==> config.mk <==
export PLATFORM = sky130hd
export DESIGN_NAME = instr_fetch_unit
export DESIGN_NICKNAME = d
export VERILOG_FILES = /design/src/rtl/instr_fetch_unit_pkg.sv /design/src/rtl/fetch_timeout_counter.sv /design/src/rtl/instr_fetch_unit.sv
export SDC_FILE = /design/constraint.sdc
export NUM_CORES = 1
export LEC_CHECK = 0
export ABC_CLOCK_PERIOD_IN_PS = 5100
export BUFFER_PORTS_ARGS = -buffer_cell sky130_fd_sc_hd__buf_2
export CAP_MARGIN = 10
export CORE_ASPECT_RATIO = 0.75
export CORE_UTILIZATION = 50
export CTS_BUF_LIST = sky130_fd_sc_hd__clkbuf_2 sky130_fd_sc_hd__clkbuf_4 sky130_fd_sc_hd__clkbuf_8
export DETAILED_ROUTE_END_ITERATION = 10
export GPL_ROUTABILITY_DRIVEN = 1
export MAX_ROUTING_LAYER = met4
export PLACE_DENSITY = 0.83
export SETUP_SLACK_MARGIN = 0.15
export SYNTH_ARGS = -nofsm -noshare
export SYNTH_HDL_FRONTEND = slang
export SYNTH_SLANG_ARGS = --single-unit
==> constraint.sdc <==
create_clock -name clk -period 5.1 [get_ports clk]
set_input_delay 1.275 -clock clk [delete_from_list [all_inputs] [get_ports clk]]
set_output_delay 1.275 -clock clk [all_outputs]
set_load 0.03 [all_outputs]
==> src/rtl/instr_fetch_unit_pkg.sv <==
// Shared CPU package: datapath word width and the fetch sequencer state
// encoding used by the instruction-fetch stage and its helpers.
package instr_fetch_unit_pkg;

  // Architectural word / word-address width shared by the datapath stages.
  localparam int XLEN = 32;
  typedef logic [XLEN-1:0] word_t;

  // Width of the fetch wait counter; wide enough for limits up to 255.
  localparam int TIMEOUT_W = 8;

  typedef enum logic [1:0] {
    FETCH_IDLE,
    FETCH_WAIT,
    FETCH_HOLD,
    FETCH_FAULT
  } fetch_state_t;

endpackage

==> src/rtl/fetch_timeout_counter.sv <==
// Wait-cycle counter for the fetch sequencer.
// Ports:
//   clk, reset : clock and asynchronous active-high reset
//   clear      : zero the count (asserted on the edge that enters WAIT)
//   enable     : current cycle is a WAIT cycle without an acknowledge
//   limit      : number of ack-less cycles tolerated before expiry
//   expired    : this enabled cycle is the limit-th ack-less cycle
module fetch_timeout_counter
  import instr_fetch_unit_pkg::*;
(
  input  logic                 clk,
  input  logic                 reset,
  input  logic                 clear,
  input  logic                 enable,
  input  logic [TIMEOUT_W-1:0] limit,
  output logic                 expired
);

  localparam logic [TIMEOUT_W:0] ONE = 1;

  logic [TIMEOUT_W-1:0] count;
  logic [TIMEOUT_W:0]   count_inc;

  // NOTE: state registers use non-blocking assignments so every flop
  // samples pre-edge values regardless of block evaluation order.
  always_ff @(posedge clk or posedge reset) begin
    if (reset) begin
      count <= '0;
    end else if (clear) begin
      count <= '0;
    end else if (enable) begin
      count <= count + 1'b1;
    end
  end

  // count holds the ack-less cycles already completed, so the current cycle
  // is number count+1; widened by one bit so the compare cannot overflow.
  assign count_inc = {1'b0, count} + ONE;
  assign expired   = enable && (count_inc >= {1'b0, limit});

endmodule

==> src/rtl/instr_fetch_unit.sv <==
// Program-counter register and instruction-fetch sequencer.
// Holds the architectural PC, reads instruction memory with a req/ack
// handshake, presents the fetched word to decode until retirement, then
// loads the downstream next-PC candidate and fetches again.
// Ports:
//   clk, reset    : clock and asynchronous active-high reset
//   pc_candidate  : next PC, sampled only on the retirement edge
//   advance       : current instruction retires this cycle (HOLD only)
//   pc            : architectural PC of the held / in-flight instruction
//   imem_req/addr : memory read request and word address (addr == pc)
//   imem_ack/rdata/err : memory response, rdata/err qualified by ack
//   instr, instr_valid : registered instruction word and its valid flag
//   fetch_fault   : sticky fault (bus error or fetch timeout)
//   retired_count : retirement counter, wraps modulo 2^32
module instr_fetch_unit
  import instr_fetch_unit_pkg::*;
#(
  parameter logic [XLEN-1:0] PC_RESET = 32'h0000_0000,
  parameter int              TIMEOUT  = 16
) (
  input  logic            clk,
  input  logic            reset,
  input  logic [XLEN-1:0] pc_candidate,
  input  logic            advance,
  output logic [XLEN-1:0] pc,
  output logic            imem_req,
  output logic [XLEN-1:0] imem_addr,
  input  logic            imem_ack,
  input  logic [XLEN-1:0] imem_rdata,
  input  logic            imem_err,
  output logic [XLEN-1:0] instr,
  output logic            instr_valid,
  output logic            fetch_fault,
  output logic [XLEN-1:0] retired_count
);

  fetch_state_t state;
  logic         wait_clear;
  logic         wait_enable;
  logic         timeout_expired;

  // The counter restarts on every edge that enters WAIT and only advances
  // while a request is outstanding and unanswered.
  assign wait_clear  = (state == FETCH_IDLE) || ((state == FETCH_HOLD) && advance);
  assign wait_enable = (state == FETCH_WAIT) && !imem_ack;

  fetch_timeout_counter u_timeout (
    .clk     (clk),
    .reset   (reset),
    .clear   (wait_clear),
    .enable  (wait_enable),
    .limit   (TIMEOUT_W'(TIMEOUT)),
    .expired (timeout_expired)
  );

  // pc only changes on the retirement edge, so the address is a plain copy.
  assign imem_addr = pc;

  always_ff @(posedge clk or posedge reset) begin
    if (reset) begin
      state         <= FETCH_IDLE;
      pc            <= PC_RESET;
      instr         <= '0;
      instr_valid   <= 1'b0;
      imem_req      <= 1'b0;
      fetch_fault   <= 1'b0;
      retired_count <= '0;
    end else begin
      case (state)
        FETCH_IDLE: begin
          state    <= FETCH_WAIT;
          imem_req <= 1'b1;
        end

        FETCH_WAIT: begin
          // An ack in the timeout cycle still completes the fetch.
          if (imem_ack) begin
            imem_req <= 1'b0;
            if (imem_err) begin
              state       <= FETCH_FAULT;
              fetch_fault <= 1'b1;
            end else begin
              state       <= FETCH_HOLD;
              instr       <= imem_rdata;
              instr_valid <= 1'b1;
            end
          end else if (timeout_expired) begin
            state       <= FETCH_FAULT;
            imem_req    <= 1'b0;
            fetch_fault <= 1'b1;
          end
        end

        FETCH_HOLD: begin
          if (advance) begin
            state         <= FETCH_WAIT;
            pc            <= pc_candidate;
            retired_count <= retired_count + 1'b1;
            instr_valid   <= 1'b0;
            imem_req      <= 1'b1;
          end
        end

        FETCH_FAULT: begin
          // Absorbing: only reset leaves this state.
          state <= FETCH_FAULT;
        end

        default: begin
          state <= FETCH_IDLE;
        end
      endcase
    end
  end

endmodule
==> results.sh, run 1 <==
export IMPL_avgViaCountPerCell=5.15
export IMPL_seqCellArea_sq_mm=0.00273
export IMPL_fp_coreArea_sq_mm=0.00923
export IMPL_wire_per_inst_microns=14.9
export IMPL_worstHoldPathType="reg -> reg"
export IMPL_vias=3763
export IMPL_async_reset_ff_share_pct=100
export IMPL_synthCells=437
export IMPL_multi_input_area_sq_mm=0.00177
export IMPL_firstDrtPassIters=4
export IMPL_startpoint="advance"
export IMPL_period_share_pct=53.5
export IMPL_power_density_mw_per_mm2=432
export IMPL_synth_avg_cell_area_sq_um=11.1
export IMPL_mostFrequentLayoutCell="buf_2"
export IMPL_detail_route_antenna_nets=0
export IMPL_grt_use_total_pct=22.9
export IMPL_p_leak_nw=3.33
export IMPL_clk_root_buffer_cell="clkbuf_8"
export IMPL_cts_setup_buffers=0
export IMPL_drive_gt1_share_pct=44.4
export IMPL_nNetsFinal=670
export IMPL_grt_pass1_wl_microns=17300
export IMPL_finalNonFillerCells=731
export IMPL_synth_fa_ha_area_share_pct=0.517
export IMPL_seq_area_frac_synth_pct=56.4
export IMPL_crit_path_end="retired_count[25]"
export IMPL_worstSetupEndpointType="flop"
export IMPL_status="completed"
export IMPL_synth_warnings=0
export IMPL_cts_buffer_depth=2
export IMPL_start_kind="primary input"
export IMPL_met3_usage_pct=7.24
export IMPL_dpl_cell_area_sq_mm=0.00568
export IMPL_fillers=732
export IMPL_critPathKind="in -> reg"
export IMPL_synth_top_family_by_area="simple AND/OR/NAND/NOR gates"
export IMPL_required_ns=5.38
export IMPL_n_antenna_cell=0
export IMPL_stdcell_area_sq_mm=0.00591
export IMPL_portBuffers=199
export IMPL_clock_latency_ns=0.37
export IMPL_regToRegEndpoint="retired_count[25]"
export IMPL_synth_edf_count=0
export IMPL_reg2reg_from="state[0]"
export IMPL_grt_max_degree=78
export IMPL_die_w_microns=116
export IMPL_io_pins=200
export IMPL_area_delta_synth_final_pct=22.2
export IMPL_worst_pin_slew_ns=0.950
export IMPL_cts_hold_buf=0
export IMPL_netlist_cell_type_count=44
export IMPL_grt_pass1_vias=3586
export IMPL_preCtsSetupSlack_ns=1.98
export IMPL_place_gp_congestion=0.847
export IMPL_cap_violations=0
export IMPL_ctsResizeCount=0
export IMPL_fin_util_pct=64.0
export IMPL_synth_compound_area_share_pct=2.90
export IMPL_rows=30
export IMPL_setup_viol=0
export IMPL_synth_xor_area_share_pct=5.79
export IMPL_reg2reg_depth=4
export IMPL_slew_violations=0
export IMPL_die_y_microns=87.2
export IMPL_start_util_pct=52.4
export IMPL_h_tree_depth=3
export IMPL_muxShareOfSynthArea_pct=7.68
export IMPL_dieArea_sq_mm=0.0101
export IMPL_rsz0062_at_grt="false"
export IMPL_numClockSinks=109
export IMPL_overflow=0
export IMPL_antenna_found_initial=0
export IMPL_fmax_ghz=0.367
export IMPL_synthFlopType="dfrtp_1"
export IMPL_numCtsBuffers=9
export IMPL_top_usage_layer="met2"
export IMPL_wl_microns=10900
export IMPL_vdd_drop_max_mv=0.318
export IMPL_hold_viol=0
export IMPL_dp_cells=715
export IMPL_rrSetupSlack_ns=2.74
export IMPL_critPathMaxFanout=41
export IMPL_power_mw=2.55
export IMPL_fin_skew_ns=0.0101
export IMPL_cts_tree="yes"
export IMPL_clk_pin_slew_worst_paths_ns=0.10
export IMPL_post_dp_hpwl_microns=7890
export IMPL_mostFrequentLayoutCells="199 x buf_2, 117 x nand2_1, 109 x dfrtp_1"
export IMPL_drc=0
export IMPL_synth_area_sq_mm=0.00484
export IMPL_fin_crit_ns=2.73
export IMPL_crit_arrival_ns=3.01
export IMPL_relSlewSlack_pct=36.7
export IMPL_syn_nets=508
export IMPL_use_met1_pct=28.9
export IMPL_tns_ns=0
export IMPL_synthSimpleGateAreaFrac_pct=19.7
export IMPL_ys_ff_latch=109
export IMPL_hold_slack_ns=0.467
export IMPL_drt_first_iter_violations=263
export IMPL_met2_usage_pct=35.2
export IMPL_worst_slack_ns=2.37
## where the power goes
| group | switching (mW) | internal (mW) |
|---|---|---|
| sequential | 0.110 | 1.02 |
| combinational | 0.610 | 0.250 |
| clock | 0.277 | 0.292 |
| total | 0.996 | 1.56 |
## kinds of logic (layout without fill, tap and decap cells)
group                    count (synthesis)  after routing
AO/OA/AOI/OAI                           21             21
XOR/XNOR                                32             32
adder cells (fa/ha/maj)                  2              2
buffers and inverters                   53            219
flip-flops                             109            109
multiplexers                            33             33
AND/OR/NAND/NOR                        187            187
## registers in the layout (all words and copies together) (netlist names)
name and cells:
imem_req 1, imem_addr 32, instr_valid 1, u_timeout.count 8, retired_count 32, fetch_fault 1
instr 32, state 2
## critical path, stage by stage
cell	delay, ns
buf_2	0.14
nand3b_4	0.39
or3_1	0.67
nor4_2	0.32
xor2_1	0.20
## layout make-up
class,count,area share (%)
inverters,2,0.169
repair buffers,202,17.4
multi-input cells,275,30.0
flip-flops and latches,109,46.1
well taps,128,2.71
clock inverters,4,1.23
clock buffers,11,2.45
## worst min-delay path by stage
stage | start | to | slack (ns) | cells past startpoint
2_1_floorplan | u_timeout.count[3] | u_timeout.count[3] | 0.47 | 1
6_report | fetch_fault | fetch_fault | 0.47 | 1
5_1_grt | fetch_fault | fetch_fault | 0.49 | 1
4_1_cts | fetch_fault | fetch_fault | 0.47 | 1
3_5_place_dp | fetch_fault | fetch_fault | 0.45 | 1
3_3_place_gp | fetch_fault | fetch_fault | 0.45 | 1
## Yosys cell counts, types with 2 or more instances
master | n | area share [%]
nor3_1 | 5 | 0.52
nand4_1 | 5 | 0.65
a21oi_1 | 4 | 0.41
inv_1 | 2 | 0.16
nor3b_1 | 2 | 0.31
nor4_2 | 10 | 2.6
and4_1 | 5 | 0.91
nor2_1 | 11 | 0.85
ha_1 | 2 | 0.52
or3_1 | 3 | 0.39
buf_2 | 8 | 0.83
nand3_1 | 10 | 1.0
a22o_1 | 2 | 0.36
xnor2_1 | 11 | 2.0
nand2_1 | 117 | 9.1
mux2_2 | 33 | 7.7
buf_4 | 33 | 5.1
xor2_1 | 21 | 3.8
clkbuf_1 | 8 | 0.62
and3_1 | 3 | 0.39
nor4_1 | 2 | 0.26
dfrtp_1 | 109 | 56
a31oi_1 | 4 | 0.52
nor2b_1 | 3 | 0.39
o21ai_0 | 4 | 0.41
nand2b_1 | 2 | 0.26
## metal layers
metal	share of wire, %	vias to the layer above	routed length [microns]
li1	-	1762	-
met1	43	1833	4710
met2	48	153	5210
met3	7.4	15	802
met4	1.6	0	174
met5	0	-	0
No activity file was read; power rests on OpenSTA's default activity.
==> run 2: changes to the inputs <==
ABC_AREA = 1   (was not set)
ABC_CLOCK_PERIOD_IN_PS = 2900   (was 5100)
CORE_UTILIZATION = 51   (was 50)
clock period = 2.9 ns   (was 5.1 ns; I/O delays follow)
==> run 2 against run 1 <==
  * Synthesized cell count grew 47%
  * Cell count increased by 30%
  * Routed wire length is 7.7% higher
  * Clock power up 51%
  * Sequential cell count is the same
  * Non-clock buffer count increased by 1
  * Clock skew decreased by 0.0015 ns
==> results.sh, run 2 <==
export IMPL_start_util_pct=53.0
export IMPL_firstDrtPassIters=4
export IMPL_synth_warnings=0
export IMPL_crit_cells=1
export IMPL_synth_area_sq_mm=0.00518
export IMPL_finalNonFillerCells=949
export IMPL_synth_most_common_cell="nand2_1"
export IMPL_antenna_found_initial=0
export IMPL_mostFrequentLayoutCells="312 x nand2_1, 199 x buf_2, 109 x dfrtp_1"
export IMPL_critPathMaxFanout=6
export IMPL_cp_cell_sequence="buf_2"
export IMPL_syn_nets=715
export IMPL_drt_first_iter_violations=215
export IMPL_overflow=0
export IMPL_clock_latency_ns=0.37
export IMPL_grt_pass1_wl_microns=18900
export IMPL_detail_route_antenna_nets=0
export IMPL_dieArea_sq_mm=0.0106
export IMPL_place_gp_congestion=0.886
export IMPL_fin_crit_ns=1.82
export IMPL_max_stage_delay_ns=0.48
export IMPL_mostFrequentLayoutCell="nand2_1"
export IMPL_drc=0
export IMPL_numClockSinks=109
export IMPL_p_leak_nw=3.71
export IMPL_crit_arrival_ns=1.10
export IMPL_synth_avg_cell_area_sq_um=8.05
export IMPL_post_dp_hpwl_microns=8690
export IMPL_multi_input_area_sq_mm=0.00199
export IMPL_cts_hold_buf=0
export IMPL_comb_power_share_pct=31.0
export IMPL_nNetsFinal=883
export IMPL_ys_ff_latch=109
export IMPL_yosysTopAreaCell="dfrtp_1"
export IMPL_status="completed"
export IMPL_p_clk_share_pct=21.4
export IMPL_rrSetupSlack_ns=1.26
export IMPL_worstHoldPathType="in -> async"
export IMPL_switching_share_pct=39.5
export IMPL_synth_top_area_share_pct=52.6
export IMPL_synth_edf_count=0
export IMPL_drive_gt1_share_pct=29.7
export IMPL_fillers=867
export IMPL_stdcell_area_sq_mm=0.00628
export IMPL_n_antenna_cell=0
export IMPL_period_share_pct=62.9
export IMPL_reg2reg_depth=7
export IMPL_path_delay_family="flip-flops"
export IMPL_fin_skew_ns=0.00861
export IMPL_synthFlopType="dfrtp_1"
export IMPL_relSlewSlack_pct=64.0
export IMPL_worst_pin_slew_ns=0.540
export IMPL_cap_violations=0
export IMPL_rows=31
export IMPL_start_kind="flop"
export IMPL_cts_buffer_depth=2
export IMPL_seq_area_frac_synth_pct=52.6
export IMPL_vias=4499
export IMPL_clk_root_buffer_cell="clkbuf_8"
export IMPL_grt_pass1_vias=4028
export IMPL_dp_cells=933
export IMPL_power_density_mw_per_mm2=640
export IMPL_seqPwrFrac_pct=47.6
export IMPL_wire_per_inst_microns=12.4
export IMPL_portBuffers=199
export IMPL_critPathKind="reg -> out"
export IMPL_synthCells=644
export IMPL_setup_viol=0
export IMPL_power_mw=4.02
export IMPL_clk_pin_slew_worst_paths_ns=0.10
export IMPL_io_pins=200
export IMPL_wl_microns=11700
export IMPL_die_y_microns=89.3
export IMPL_grt_use_total_pct=23.4
export IMPL_yosys_top_cells_count="312 x nand2_1, 109 x dfrtp_1, 41 x inv_1"
export IMPL_crit_slowest_cell="dfrtp_1"
export IMPL_grt_max_degree=91
export IMPL_netlist_cell_type_count=30
export IMPL_synthTopCellsByArea="dfrtp_1 53%, nand2_1 23%, buf_4 4.6%, inv_1 3.0%, nor2_1 2.6%"
export IMPL_rsz0062_at_grt="false"
export IMPL_slew_violations=0
export IMPL_worstSetupEndpointType="primary output"
export IMPL_async_reset_ff_share_pct=100
export IMPL_die_w_microns=118
export IMPL_dpl_cell_area_sq_mm=0.00609
export IMPL_hold_viol=0
export IMPL_cts_tree="yes"
export IMPL_switchingPower_mw=1.59
export IMPL_avgViaCountPerCell=4.74
export IMPL_regToRegEndpoint="retired_count[26]"
export IMPL_required_ns=2.17
export IMPL_hold_slack_ns=0.348
export IMPL_fmax_ghz=0.548
export IMPL_ctsResizeCount=0
export IMPL_vdd_drop_max_mv=0.423
export IMPL_h_tree_depth=3
export IMPL_fp_coreArea_sq_mm=0.00977
export IMPL_tns_ns=0
export IMPL_p_int_mw=2.43
export IMPL_reg2reg_from="retired_count[1]"
export IMPL_cts_setup_buffers=0
export IMPL_path_buf_inv=1
export IMPL_numCtsBuffers=9
export IMPL_seqCellArea_sq_mm=0.00273
export IMPL_area_delta_synth_final_pct=21.1
-- run 2: layer usage --
layer	GRT usage, %	up-vias	wire (microns)
met5	-	-	0
met1	31.1	2048	5420
met3	5.87	10	811
li1	-	2265	-
met2	36.3	176	5410
met4	5.98	0	91
-- run 2: worst max path at each step --
stage,start,endpoint,slack (ns)
floorplan,reset,fetch_fault,0.86
global placement,advance,retired_count[17],1.14
detailed placement,advance,retired_count[17],1.08
CTS,retired_count[23],retired_count[23],1.07
global route,retired_count[21],retired_count[21],1.03
finish,retired_count[23],retired_count[23],1.08
-- run 2: logic make-up (layout without fill, tap and decap cells) --
group	Yosys count	count (layout)	share of synthesized area, %
AND/OR/NAND/NOR	404	404	32.4
flip-flops	109	109	52.6
buffers and inverters	91	264	9.12
XOR/XNOR	21	21	3.55
AO/OA/AOI/OAI	17	17	1.86
adder cells (fa/ha/maj)	2	2	0.483
-- run 2: layout make-up --
class | instances | share of cell area, %
clock buffers | 10 | 2.19
clock inverters | 6 | 0.737
inverters | 45 | 2.77
multi-input cells | 444 | 31.7
flip-flops and latches | 109 | 43.4
well taps | 132 | 2.63
repair buffers | 203 | 16.5
-- run 2: power by group through the flow --
stage / Sequential (mW) / Combinational [mW] / Clock, mW
after floorplan: 2.34 / 0.539 / 0
after global placement: 1.94 / 1.23 / 0
after detailed placement: 1.93 / 1.26 / 0
after CTS: 1.91 / 1.26 / 0.896
final: 1.91 / 1.24 / 0.860
after global routing: 1.95 / 1.35 / 0.965
-- run 2: metrics by stage --
| step | utilization (%) | setup slack [ns] |
|---|---|---|
| CTS | 64.2 | 1.07 |
| finish | 64.2 | 1.08 |
| detailed placement | 62.4 | 1.08 |
| global placement | 62.4 | 1.14 |
| floorplan | - | 0.860 |
| global route | 64.2 | 1.03 |
